`src/rtl/uart_tx_buffered.sv`:
```
// 8N1 UART transmitter fed by a small circular byte FIFO.
// Line, active and done outputs are all driven straight from registers.
module uart_tx_buffered #(
  parameter int CLKS_PER_BIT = 868,
  parameter int FIFO_DEPTH   = 4
) (
  input  logic                             i_Clock,
  input  logic                             i_Rst_n,
  input  logic                             i_TX_DV,
  input  logic [7:0]                       i_TX_Byte,
  output logic                             o_TX_Ready,
  output logic [$clog2(FIFO_DEPTH+1)-1:0]  o_FIFO_Count,
  output logic                             o_TX_Active,
  output logic                             o_TX_Serial,
  output logic                             o_TX_Done
);

  localparam int CW = $clog2(CLKS_PER_BIT);
  localparam int PW = $clog2(FIFO_DEPTH);
  localparam int NW = $clog2(FIFO_DEPTH + 1);
  localparam logic [CW-1:0] CNT_MAX = CW'(CLKS_PER_BIT - 1);
  localparam logic [NW-1:0] DEPTH_N = NW'(FIFO_DEPTH);

  typedef enum logic [2:0] {
    S_IDLE,
    S_START,
    S_DATA,
    S_STOP,
    S_CLEANUP
  } state_e;

  logic [7:0]    mem_q [FIFO_DEPTH];
  logic [PW-1:0] wr_ptr_q, rd_ptr_q;
  logic [NW-1:0] count_q, count_d;
  logic          push, pop;

  state_e        state_q, state_d;
  logic [CW-1:0] clk_cnt_q, clk_cnt_d;
  logic [2:0]    bit_idx_q, bit_idx_d;
  logic [7:0]    shift_q, shift_d;
  logic          serial_q, serial_d;
  logic          active_q, active_d;
  logic          done_q, done_d;

  // Ready uses the pre-pop count, so a write while full is dropped
  assign o_TX_Ready   = count_q < DEPTH_N;
  assign push         = i_TX_DV & o_TX_Ready;
  assign pop          = (state_q == S_IDLE) && (count_q != '0);
  assign count_d      = count_q + NW'(push) - NW'(pop);
  assign o_FIFO_Count = count_q;
  assign o_TX_Active  = active_q;
  assign o_TX_Serial  = serial_q;
  assign o_TX_Done    = done_q;

  always_ff @(posedge i_Clock or negedge i_Rst_n) begin
    if (!i_Rst_n) begin
      wr_ptr_q <= '0;
      rd_ptr_q <= '0;
      count_q  <= '0;
      for (int i = 0; i < FIFO_DEPTH; i++) begin
        mem_q[i] <= '0;
      end
    end else begin
      if (push) begin
        mem_q[wr_ptr_q] <= i_TX_Byte;
        wr_ptr_q        <= wr_ptr_q + 1'b1;
      end
      if (pop) begin
        rd_ptr_q <= rd_ptr_q + 1'b1;
      end
      count_q <= count_d;
    end
  end

  always_ff @(posedge i_Clock or negedge i_Rst_n) begin
    if (!i_Rst_n) begin
      state_q   <= S_IDLE;
      clk_cnt_q <= '0;
      bit_idx_q <= '0;
      shift_q   <= '0;
      serial_q  <= 1'b1;
      active_q  <= 1'b0;
      done_q    <= 1'b0;
    end else begin
      state_q   <= state_d;
      clk_cnt_q <= clk_cnt_d;
      bit_idx_q <= bit_idx_d;
      shift_q   <= shift_d;
      serial_q  <= serial_d;
      active_q  <= active_d;
      done_q    <= done_d;
    end
  end

  always_comb begin
    state_d   = state_q;
    clk_cnt_d = clk_cnt_q;
    bit_idx_d = bit_idx_q;
    shift_d   = shift_q;
    serial_d  = serial_q;
    active_d  = active_q;
    done_d    = 1'b0;
    unique case (state_q)
      S_IDLE: begin
        serial_d = 1'b1;
        active_d = 1'b0;
        if (pop) begin
          shift_d   = mem_q[rd_ptr_q];
          clk_cnt_d = '0;
          bit_idx_d = '0;
          serial_d  = 1'b0;
          active_d  = 1'b1;
          state_d   = S_START;
        end
      end
      S_START: begin
        if (clk_cnt_q == CNT_MAX) begin
          clk_cnt_d = '0;
          serial_d  = shift_q[0];
          state_d   = S_DATA;
        end else begin
          clk_cnt_d = clk_cnt_q + 1'b1;
        end
      end
      S_DATA: begin
        if (clk_cnt_q == CNT_MAX) begin
          clk_cnt_d = '0;
          if (bit_idx_q == 3'd7) begin
            serial_d = 1'b1;
            state_d  = S_STOP;
          end else begin
            bit_idx_d = bit_idx_q + 1'b1;
            shift_d   = {1'b0, shift_q[7:1]};
            serial_d  = shift_q[1];
          end
        end else begin
          clk_cnt_d = clk_cnt_q + 1'b1;
        end
      end
      S_STOP: begin
        if (clk_cnt_q == CNT_MAX) begin
          clk_cnt_d = '0;
          serial_d  = 1'b1;
          active_d  = 1'b0;
          done_d    = 1'b1;
          state_d   = S_CLEANUP;
        end else begin
          clk_cnt_d = clk_cnt_q + 1'b1;
        end
      end
      S_CLEANUP: begin
        serial_d = 1'b1;
        state_d  = S_IDLE;
      end
      default: begin
        serial_d = 1'b1;
        active_d = 1'b0;
        state_d  = S_IDLE;
      end
    endcase
  end

endmodule

```
`config.mk`:
```
export PLATFORM = sky130hd
export DESIGN_NAME = uart_tx_buffered
export DESIGN_NICKNAME = d
export VERILOG_FILES = /design/src/rtl/uart_tx_buffered.sv
export SDC_FILE = /design/constraint.sdc
export NUM_CORES = 1
export LEC_CHECK = 0
export BUFFER_PORTS_ARGS = -buffer_cell sky130_fd_sc_hd__buf_2
export CAP_MARGIN = 20
export CORE_MARGIN = 10
export CORE_UTILIZATION = 36
export CTS_BUF_LIST = sky130_fd_sc_hd__clkbuf_4
export DETAILED_ROUTE_END_ITERATION = 10
export SLEW_MARGIN = 20
export SYNTH_ARGS = -nofsm -noshare
export SYNTH_HDL_FRONTEND = slang
export SYNTH_SLANG_ARGS = --single-unit
```
`constraint.sdc`:
```
create_clock -name i_Clock -period 3 [get_ports i_Clock]
set_clock_uncertainty 0.2 [all_clocks]
set_input_delay 0.6 -clock i_Clock [delete_from_list [all_inputs] [get_ports i_Clock]]
set_output_delay 0.6 -clock i_Clock [all_outputs]
set_load 0.02 [all_outputs]
```
Word level (Yosys, flattened, before mapping)
Cells that the tools add are included.
{ "op_classes": {"magnitude_cmp": 4, "n_addsub": 6, "mux": 34, "eq_ne": 12, "reduce_logical": 13, "n_bitwise": 4} }
{ "ops": {"columns": ["op", "count"], "rows": [
  ["two-way mux 8 bit", 6],
  ["bitwise mux 32 bit", 1],
  ["two-way mux 3 bit", 8],
  ["two-way mux 10 bit", 2],
  ["case mux 10 bit (2 select lines)", 1],
  ["binary-select mux 8 bit (select 2 bit)", 1],
  ["demux 8 bit (select 2 bit)", 1],
  ["case mux 8 bit (2 select lines)", 1],
  ["!= test 2 bit, second input constant", 6],
  ["case mux 3 bit (4 select lines)", 1],
  ["adder 10 x 1 -> 10 bit, second input constant", 1],
  ["equality test 10 bit, second input constant", 1],
  ["two-way mux 1 bit", 9],
  ["equality test 3 x 2 -> 1 bit, second input constant", 2],
  ["equality test 3 bit, second input constant", 2],
  [">= comparator 3 bit, second input constant", 2],
  ["NOT 2 -> 3 bit", 2],
  ["case mux 3 bit (2 select lines)", 1],
  ["OR reduction 3 bit", 2],
  ["AND reduction 5 bit", 1],
  ["adder 2 x 1 -> 2 bit, second input constant", 2],
  ["case mux 1 bit (4 select lines)", 1],
  ["AND reduction 2 bit", 2],
  ["AND reduction 4 bit", 1],
  ["14 further kinds", 16]
]} }
{ "word_totals": {"elab_cells": 87, "output_inout_bits": 7, "reg_bits": 66, "in_bits": 11} }

Longest topological paths before layout
Gate-level depths: netlist (run 1).
{ "logic_depth": {"ltp_word": 6, "mapped_depth": 10, "depth_no_buf": 9} }

Worst setup path before layout (run 1)
No wires, ideal clock.
{ "synth_timing": {"path_type": "flip-flop to flip-flop", "startpoint": "reg state_q[0]", "endpoint": "reg count_q[2], in the netlist o_FIFO_Count[2]", "required_time_ns": 2.667, "arrival_time_ns": 2.136, "path_stages_with_launch": 11, "setup_ns": 0.133, "path_slack_ns": 0.531, "n_path_buf": 1, "synth_period_minus_slack_ns": 2.469, "cell_sequence": "dfrtp_1 -> buf_6 -> or3_1 -> nor2_4 -> ha_1 -> inv_1 -> ha_1 -> inv_1 -> fa_1 -> xnor2_1 -> xnor2_1"} }
{ "synth_between": {"elab_chain_cells": 3} }
{ "synth_rtl": {"columns": ["element", "line_no", "source"], "rows": [
  ["start: declaration", "37", "state_e state_q, state_d;"],
  ["start signal: assignment", "85", "state_q <= state_d;"],
  ["logical NOT 3 bit", "48", "assign pop = (state_q == S_IDLE) && (count_q != '0);"],
  ["logical AND 1 bit", "48", null],
  ["subtractor 3 x 1 -> 3 bit", "49", "assign count_d = count_q + NW'(push) - NW'(pop);"],
  ["via count_d[2]", "34", "logic [NW-1:0] count_q, count_d;"],
  ["end signal: assignment", "71", "count_q <= count_d;"],
  ["end: declaration", "34", null]
]} }
The timed path passes the listed nets, and every way through them passes these cells.
A chain may end at the register's enable or synchronous reset.

Worst setup path in the final report (run 1)
{ "layout_timing": {"startpoint": "reg count_q[2], in the netlist o_FIFO_Count[2]", "endpoint": "reg count_q[2], in the netlist o_FIFO_Count[2]"} }
{ "layout_between": {"elab_chain_cells": 4, "elab_cells_between_ends": 6, "classes_between": "add/sub (2); order compare (1); bitwise (1); reduce/logical (2)"} }
{ "layout_rtl": {"columns": ["element", "line_no", "source"], "rows": [
  ["less-than comparator 3 bit", "46", "assign o_TX_Ready = count_q < DEPTH_N;"],
  ["bitwise AND 1 bit", "47", "assign push = i_TX_DV & o_TX_Ready;"],
  ["adder 3 x 1 -> 3 bit", "49", null],
  ["subtractor 3 x 1 -> 3 bit (*)", "49", null],
  ["via count_d[2]", "34", null]
]} }
Mark *: on every way through the listed nets, which the timed path passes. The rest lies on a longest branch.

==> results of run 1 <==
-- through the flow --
stage	hold slack (ns)	utilization, %
global route	0.189	41.4
finish	0.159	41.4
CTS	0.185	41.4
floorplan	0.104	-
detailed placement	0.258	39.3
global placement	0.259	39.3
-- worst max-delay path, stage by stage, from the launching register on --
cell and delay (ns):
dfrtp_1 0.46, nor3_2 0.42, nor2_4 0.11, ha_1 0.30, inv_1 0.05, ha_1 0.13, inv_1 0.05, fa_1 0.37
xnor2_1 0.14, xnor2_1 0.12
-- state kept, by name (all words and copies together), names as in the netlist --
register	count
mem_q	32
clk_cnt_q	10
shift_q	8
bit_idx_q	3
o_FIFO_Count	3
state_q	3
rd_ptr_q	2
wr_ptr_q	2
o_TX_Active	1
o_TX_Done	1
o_TX_Serial	1
-- cells by family (layout without fill, tap and decap cells) --
kind of cell | count (synthesis) | after routing | synth area share (%)
AND/OR/NAND/NOR | 74 | 74 | 11.5
flip-flops | 66 | 66 | 51.4
multiplexers | 52 | 52 | 21.7
AO/OA/AOI/OAI | 31 | 31 | 6.61
buffers and inverters | 20 | 50 | 3.15
adder cells (fa/ha/maj) | 10 | 10 | 4.12
XOR/XNOR | 6 | 6 | 1.63
-- layer usage --
layer	global-route usage (%)	share of wire, %
met3	4.25	4.9
met1	12.3	45
met2	14.6	49
met4	2.59	1.3
met5	0	0
-- how the worst min path moves through the flow --
stage,startpoint,to,cells after the start
5_1_grt,i_TX_Byte[1],mem_q[25]$_DFFE_PN0P_,2
4_1_cts,i_Rst_n,mem_q[29]$_DFFE_PN0P_,2
3_5_place_dp,o_TX_Serial$_DFFE_PN1P_,o_TX_Serial$_DFFE_PN1P_,2
3_3_place_gp,o_TX_Serial$_DFFE_PN1P_,o_TX_Serial$_DFFE_PN1P_,2
6_report,i_Rst_n,clk_cnt_q[6]$_DFFE_PN0P_,2
2_1_floorplan,i_Rst_n,bit_idx_q[0]$_DFFE_PN0P_,0
-- placed cells by master (no fill, tap or decap), drive strengths merged, types with 7 or more instances in the layout --
master	instances
nor2	7
o21ai	8
mux2	40
mux4	8
dfrtp	65
inv	11
nand2	42
clkbuf	9
buf	23
ha	9
-- layout make-up --
cell class	instances	area share [%]
clock inverter	7	3.26
tap	108	3.74
sequential	66	45.8
multi-input combinational	173	40.6
inverter	11	1.14
timing repair buffer	23	3.61
clock buffer	9	1.87
-- power by group through the flow --
stage          Combinational (W)  Sequential [W]  Clock, W
2_1_floorplan           0.000693         0.00141         0
3_3_place_gp            0.000844         0.00146         0
3_5_place_dp            0.000867         0.00147         0
4_1_cts                 0.000869         0.00145  0.000784
5_1_grt                 0.000964         0.00150  0.000822
6_report                0.000848         0.00145  0.000750
==> results by group, run 1 <==
Global route
  • First-pass GRT wire length: a little over 10000 um
  • Vias in the first global route: roughly 2.1k
  • Initial antenna violation count: 0
  • Gr usage total: about 9.7%
  • Largest net degree at the start of global routing: 67
  • GR Overflow Total: 0

Logic synthesis
  • Mapped Nets: 280
  • Post-synth top cells: dfrtp_1, nand2_1, mux2_1
  • Leading post-synthesis cells by cell area: dfrtp_1, mux2_1, mux2_2
  • Post-synth EDFFs: 0
  • Yosys reg bits: between 60 and 70
  • Most common cell in the netlist: dfrtp_1
  • Syn avg cell area: approximately 12 um^2
  • Mapped Cells: 259
  • Yosys top cell by area: dfrtp_1
  • Asr flop ratio synth: 100%
  • Sequential cell area fraction in the yosys report: between 50% and 60%
  • Unique cell type count in the Yosys netlist: between 50 and 60
  • Top-area cell type share of the netlist area: between 50% and 60%
  • Post-synth top flop: dfrtp_1
  • Synth warn: 0
  • Synthesized area: roughly 3200 um^2

Floorplan
  • Num rows: 34
  • IO Count: 18
  • Initial Util: a little under two fifths
  • Core area: between 8000 and 9000 um^2
  • Die Wd: ~110 um
  • Die Span Y: between 100 and 150 um
  • Die area: ~13000 um^2

Clock tree
  • H-tree depth: 3
  • Clock-pin slew on the worst setup and hold paths: between 0.1 and 0.15 ns
  • CTS root buf: clkbuf_4
  • Sink Count: 66
  • Setup bufs post-CTS: 0
  • Worst-Skew Late Latency: a little over 0.4 ns
  • CTS hold repair buffers: 0
  • CTS tree: done
  • Max Buffers Root-to-Sink: 2
  • Resized Gates After CTS: 0
  • Total clock buffers created by CTS: 9

Final layout
  • Multi-input gate area: ~1500 um^2
  • Final instance area: between 3000 and 4000 um^2
  • Non-filler cells, final: 397
  • FILL cells: 822
  • Share of cells above drive strength 1: 26.3%
  • Layout Area Growth over Synthesis: 12.1%
  • Storage cell area: between 1500 and 2000 um^2
  • Nets: between 300 and 400
  • N_diodes: 0

Worst hold path
  • Hold Path Class: primary input to asynchronous set/reset pin

Critical path
  • Cells on worst reg2reg path: 9
  • CP startpoint: o_FIFO_Count[2]$_DFF_PN0_
  • Crit path arrival time: about 2.6 ns
  • Worst r2r dst: o_FIFO_Count[2]$_DFF_PN0_
  • Worst Path Class, Setup: flip-flop to flip-flop
  • Critical path endpoint: o_FIFO_Count[2]$_DFF_PN0_
  • Crit path capture type: flip-flop
  • Maximum fanout along the worst path: 6
  • Critical R2R Launch: o_FIFO_Count[2]$_DFF_PN0_
  • R2R Setup Slk: 0.53 ns
  • Critical path startpoint category: flip-flop
  • WP data required: about 3.1 ns

Pwr
  • PwrDens: about 840 nW/um^2
  • Gate power share: 27.9%
  • Seq pwr share: between 40% and 50%
  • P_int: between 0.002 and 0.0025 W
  • VDD IR max: 0.503 mV
  • Total power: between 0.003 and 0.004 W
  • Sw frac: a little over 30%
  • NetSw: 0.000928 W
  • Clock power share: 24.6%
  • P_leak: between 1.5 and 2 nW

STA
  • Actual slew at the worst max-slew pin: between 0.8 and 0.9 ns
  • RSZ-0062 raised after global routing: no
  • Final min period: around 2.5 ns
  • Total negative slack: 0 ns
  • Final setup margin: ~0.53 ns
  • Pins Over Slew Limit: 0
  • Final Cycle Share: 82.3%
  • Fmax achieved: approximately 400 MHz
  • Final-report setup violation count: 0
  • Max transition margin: 44.1%
  • Hold Fails Final Rpt: 0

Placement
  • DP Cell Count: 381
  • RePlAce Congestion: 0.771
  • HPWL after DPL: between 4000 and 5000 um
  • PortBufs: 17
  • Placed inst area: about 3400 um^2
  • Dpl ws: just over 0.5 ns

Detailed routing
  • DRC viols: 0
  • DR iter-0 viols: 86
  • First-pass iteration count of the detailed router: 4
  • Via density: around 5.1
  • Antenna viol nets, final: 0
  • WL/cell: 14.6 um
  • DRT Wirelength: approximately 5800 um
  • Via Count: 2011

Run status
  • Status: completed

Flow run
  • Max Cap Viol: 0
No activity file was read; power rests on OpenSTA's default activity.
==> run 2: changes to the inputs <==
Clock period 3 ns to 2.35 ns, I/O delays scaled along.
==> run 2 against run 1 <==
Compared with the run above: setup slack got worse by 0.51 ns; die area did not move; routed wire length rose by 1.5%; cell count rose by 2.0%; largest power group unchanged.
==> results by group, run 2 (synthesized netlist as in run 1, its figures left out) <==
Final layout
  • Multi-input gate area: 1510 um^2 (was 1460 um^2)
  • Layout Area Growth over Synthesis: 14.0% (was 12.1%)
  • Most frequent cells in the layout: dfrtp_1, nand2_1, mux2_1, buf_2, mux2_2 (unchanged)
  • Commonest non-fill, non-tap cell in the layout: dfrtp_1 (unchanged)
  • Final instance area: 3670 um^2 (was 3610 um^2)
  • Nets: 313 (was 305)
  • Non-filler cells, final: 405 (was 397)
  • Largest Register: mem_q (unchanged)
  • Largest registers: mem_q: 32 flops, clk_cnt_q: 10 flops, shift_q: 8 flops (unchanged)
  • Share of cells above drive strength 1: 30.6% (was 26.3%)
  • N_diodes: 0 (unchanged)
  • Largest register FFs: 32 (unchanged)
  • FILL cells: 804 (was 822)
  • Storage cell area: 1650 um^2 (unchanged)

Critical path
  • Crit path capture type: flip-flop (unchanged)
  • Cells on worst reg2reg path: 9 (unchanged)
  • Critical path startpoint category: flip-flop (unchanged)
  • Critical R2R Launch: state_q[0]$_DFFE_PN0P_ (was o_FIFO_Count[2]$_DFF_PN0_)
  • Worst Path Class, Setup: flip-flop to flip-flop (unchanged)
  • WP data required: 2.48 ns (was 3.09 ns)
  • Crit path arrival time: 2.46 ns (was 2.56 ns)
  • Maximum fanout along the worst path: 3 (was 6)
  • CP max-delay cell: or3_4 (was dfrtp_1)
  • Crit path largest cell delay: 0.42 ns (was 0.46 ns)
  • Crit path cell chain: or3_4 -> nor2_4 -> ha_4 -> inv_2 -> ha_4 -> inv_2 -> fa_2 -> xnor2_2 -> xnor2_1 (was nor3_2 -> nor2_4 -> ha_1 -> inv_1 -> ha_1 -> inv_1 -> fa_1 -> xnor2_1 -> xnor2_1)
  • R2R Setup Slk: 0.02 ns (was 0.53 ns)
  • Crit path max-delay family: adder cells (unchanged)
  • Critical path buffers and inverters: 2 (unchanged)
  • Worst r2r dst: o_FIFO_Count[2]$_DFF_PN0_ (unchanged)

Detailed routing
  • WL/cell: 14.5 um (was 14.6 um)
  • DR iter-0 viols: 82 (was 86)
  • Antenna viol nets, final: 0 (unchanged)
  • DRC viols: 0 (unchanged)
  • Via Count: 2059 (was 2011)
  • DRT Wirelength: 5890 um (was 5800 um)
  • Via density: 5.08 (was 5.07)
  • First-pass iteration count of the detailed router: 4 (unchanged)

STA
  • RSZ-0062 raised after global routing: yes (was no)
  • Final-report setup violation count: 0 (unchanged)
  • Max transition margin: 63.3% (was 44.1%)
  • Final Cycle Share: 99.1% (was 82.3%)
  • Hold Fails Final Rpt: 0 (unchanged)
  • Actual slew at the worst max-slew pin: 0.549 ns (was 0.838 ns)
  • Fmax achieved: 429 MHz (was 405 MHz)
  • Final min period: 2.33 ns (was 2.47 ns)
  • Pins Over Slew Limit: 0 (unchanged)

Placement
  • RePlAce Congestion: 0.742 (was 0.771)
  • PortBufs: 17 (unchanged)
  • Placed inst area: 3480 um^2 (was 3420 um^2)
  • DP Cell Count: 386 (was 381)
  • HPWL after DPL: 4090 um (was 4030 um)

Global route
  • Largest net degree at the start of global routing: 51 (was 67)
  • Gr usage total: 9.65% (was 9.69%)
  • GR Overflow Total: 0 (unchanged)
  • Initial antenna violation count: 0 (unchanged)
  • First-pass GRT wire length: 10200 um (about the same)
  • Vias in the first global route: 2114 (was 2063)

Floorplan
  • Die area: 13100 um^2 (unchanged)
  • Core area: 8720 um^2 (unchanged)
  • IO Count: 18 (unchanged)
  • Die Span Y: 115 um (unchanged)
  • Die Wd: 115 um (unchanged)
  • Initial Util: 36.9% (unchanged)
  • Num rows: 34 (unchanged)

Worst hold path
  • Worst Hold Depth: 2
  • Hold Path Class: primary input to flip-flop (was primary input to asynchronous set/reset pin)
  • WHS Endpoint: mem_q[1]$_DFFE_PN0P_
  • Worst hold start: i_TX_Byte[1]

Clock tree
  • Total clock buffers created by CTS: 9 (unchanged)
  • Clock-pin slew on the worst setup and hold paths: 0.12 ns (about the same)
  • Max Buffers Root-to-Sink: 2 (unchanged)
  • Worst-Skew Late Latency: 0.42 ns (was 0.41 ns)
  • H-tree depth: 3 (unchanged)
  • CTS tree: done (unchanged)
  • CTS root buf: clkbuf_4 (unchanged)
  • Sink Count: 66 (unchanged)

Pwr
  • PwrDens: 1010 nW/um^2 (was 844 nW/um^2)
  • P_leak: 1.64 nW (was 1.63 nW)
  • VDD IR max: 0.508 mV (was 0.503 mV)

Run status
  • Status: completed (unchanged)

Flow run
  • Max Cap Viol: 0 (unchanged)
## run 2: metrics by stage
step	hold slack, ns	setup slack (ns)	utilization (%)	setup TNS, ns	power [W]
finish	0.100	0.0202	42.1	0	0.00370
global route	0.0725	-0.0425	42.1	-0.0425	0.00400
CTS	0.0680	0.0111	41.4	0	0.00372
detailed placement	0.236	0.0407	39.9	0	0.00305
global placement	0.237	0.0980	39.9	0	0.00299
floorplan	-0.0256	-0.0263	-	-0.0263	0.00269
## run 2: where the power goes
part	leakage (nW)	switching, W	internal (W)	total, W
clock	0.0625	0.000445	0.000223	0.000669
sequential	0.821	0.000257	0.00154	0.00180
combinational	0.760	0.000546	0.000691	0.00124
## run 2: what timing repair did
action,CTS,global route
resized for setup,0,7
hold buffers,1,0
hold endpoints to repair,15,0
setup buffers,0,2
setup endpoints to repair,0,5
## run 2: worst max-delay path by stage
stage	from	endpoint	slack [ns]	cells after the start
after detailed placement	state_q[1]$_DFFE_PN0P_	o_FIFO_Count[2]$_DFF_PN0_	0.04	9
after global routing	state_q[0]$_DFFE_PN0P_	o_FIFO_Count[2]$_DFF_PN0_	-0.04	9
after global placement	state_q[1]$_DFFE_PN0P_	o_FIFO_Count[2]$_DFF_PN0_	0.1	9
final	state_q[0]$_DFFE_PN0P_	o_FIFO_Count[2]$_DFF_PN0_	0.02	9
after CTS	state_q[1]$_DFFE_PN0P_	o_FIFO_Count[2]$_DFF_PN0_	0.01	9
after floorplan	state_q[0]$_DFFE_PN0P_	o_FIFO_Count[2]$_DFF_PN0_	-0.03	10
## run 2: routing by layer
metal	GRT usage (%)	up-vias	wire, um
li1	-	988	-
met1	12.5	1032	2800
met4	3.09	0	55
met3	3.41	6	218
met2	14.7	33	2810
met5	0	-	0
## run 2: area by class of cell
cell class,count,area share (%)
clock buffers,9,1.84
clock inverters,7,1.50
inverters,11,1.13
multi-input cells,173,41.2
flip-flops and latches,66,45.1
well taps,108,3.68
repair buffers,31,5.60
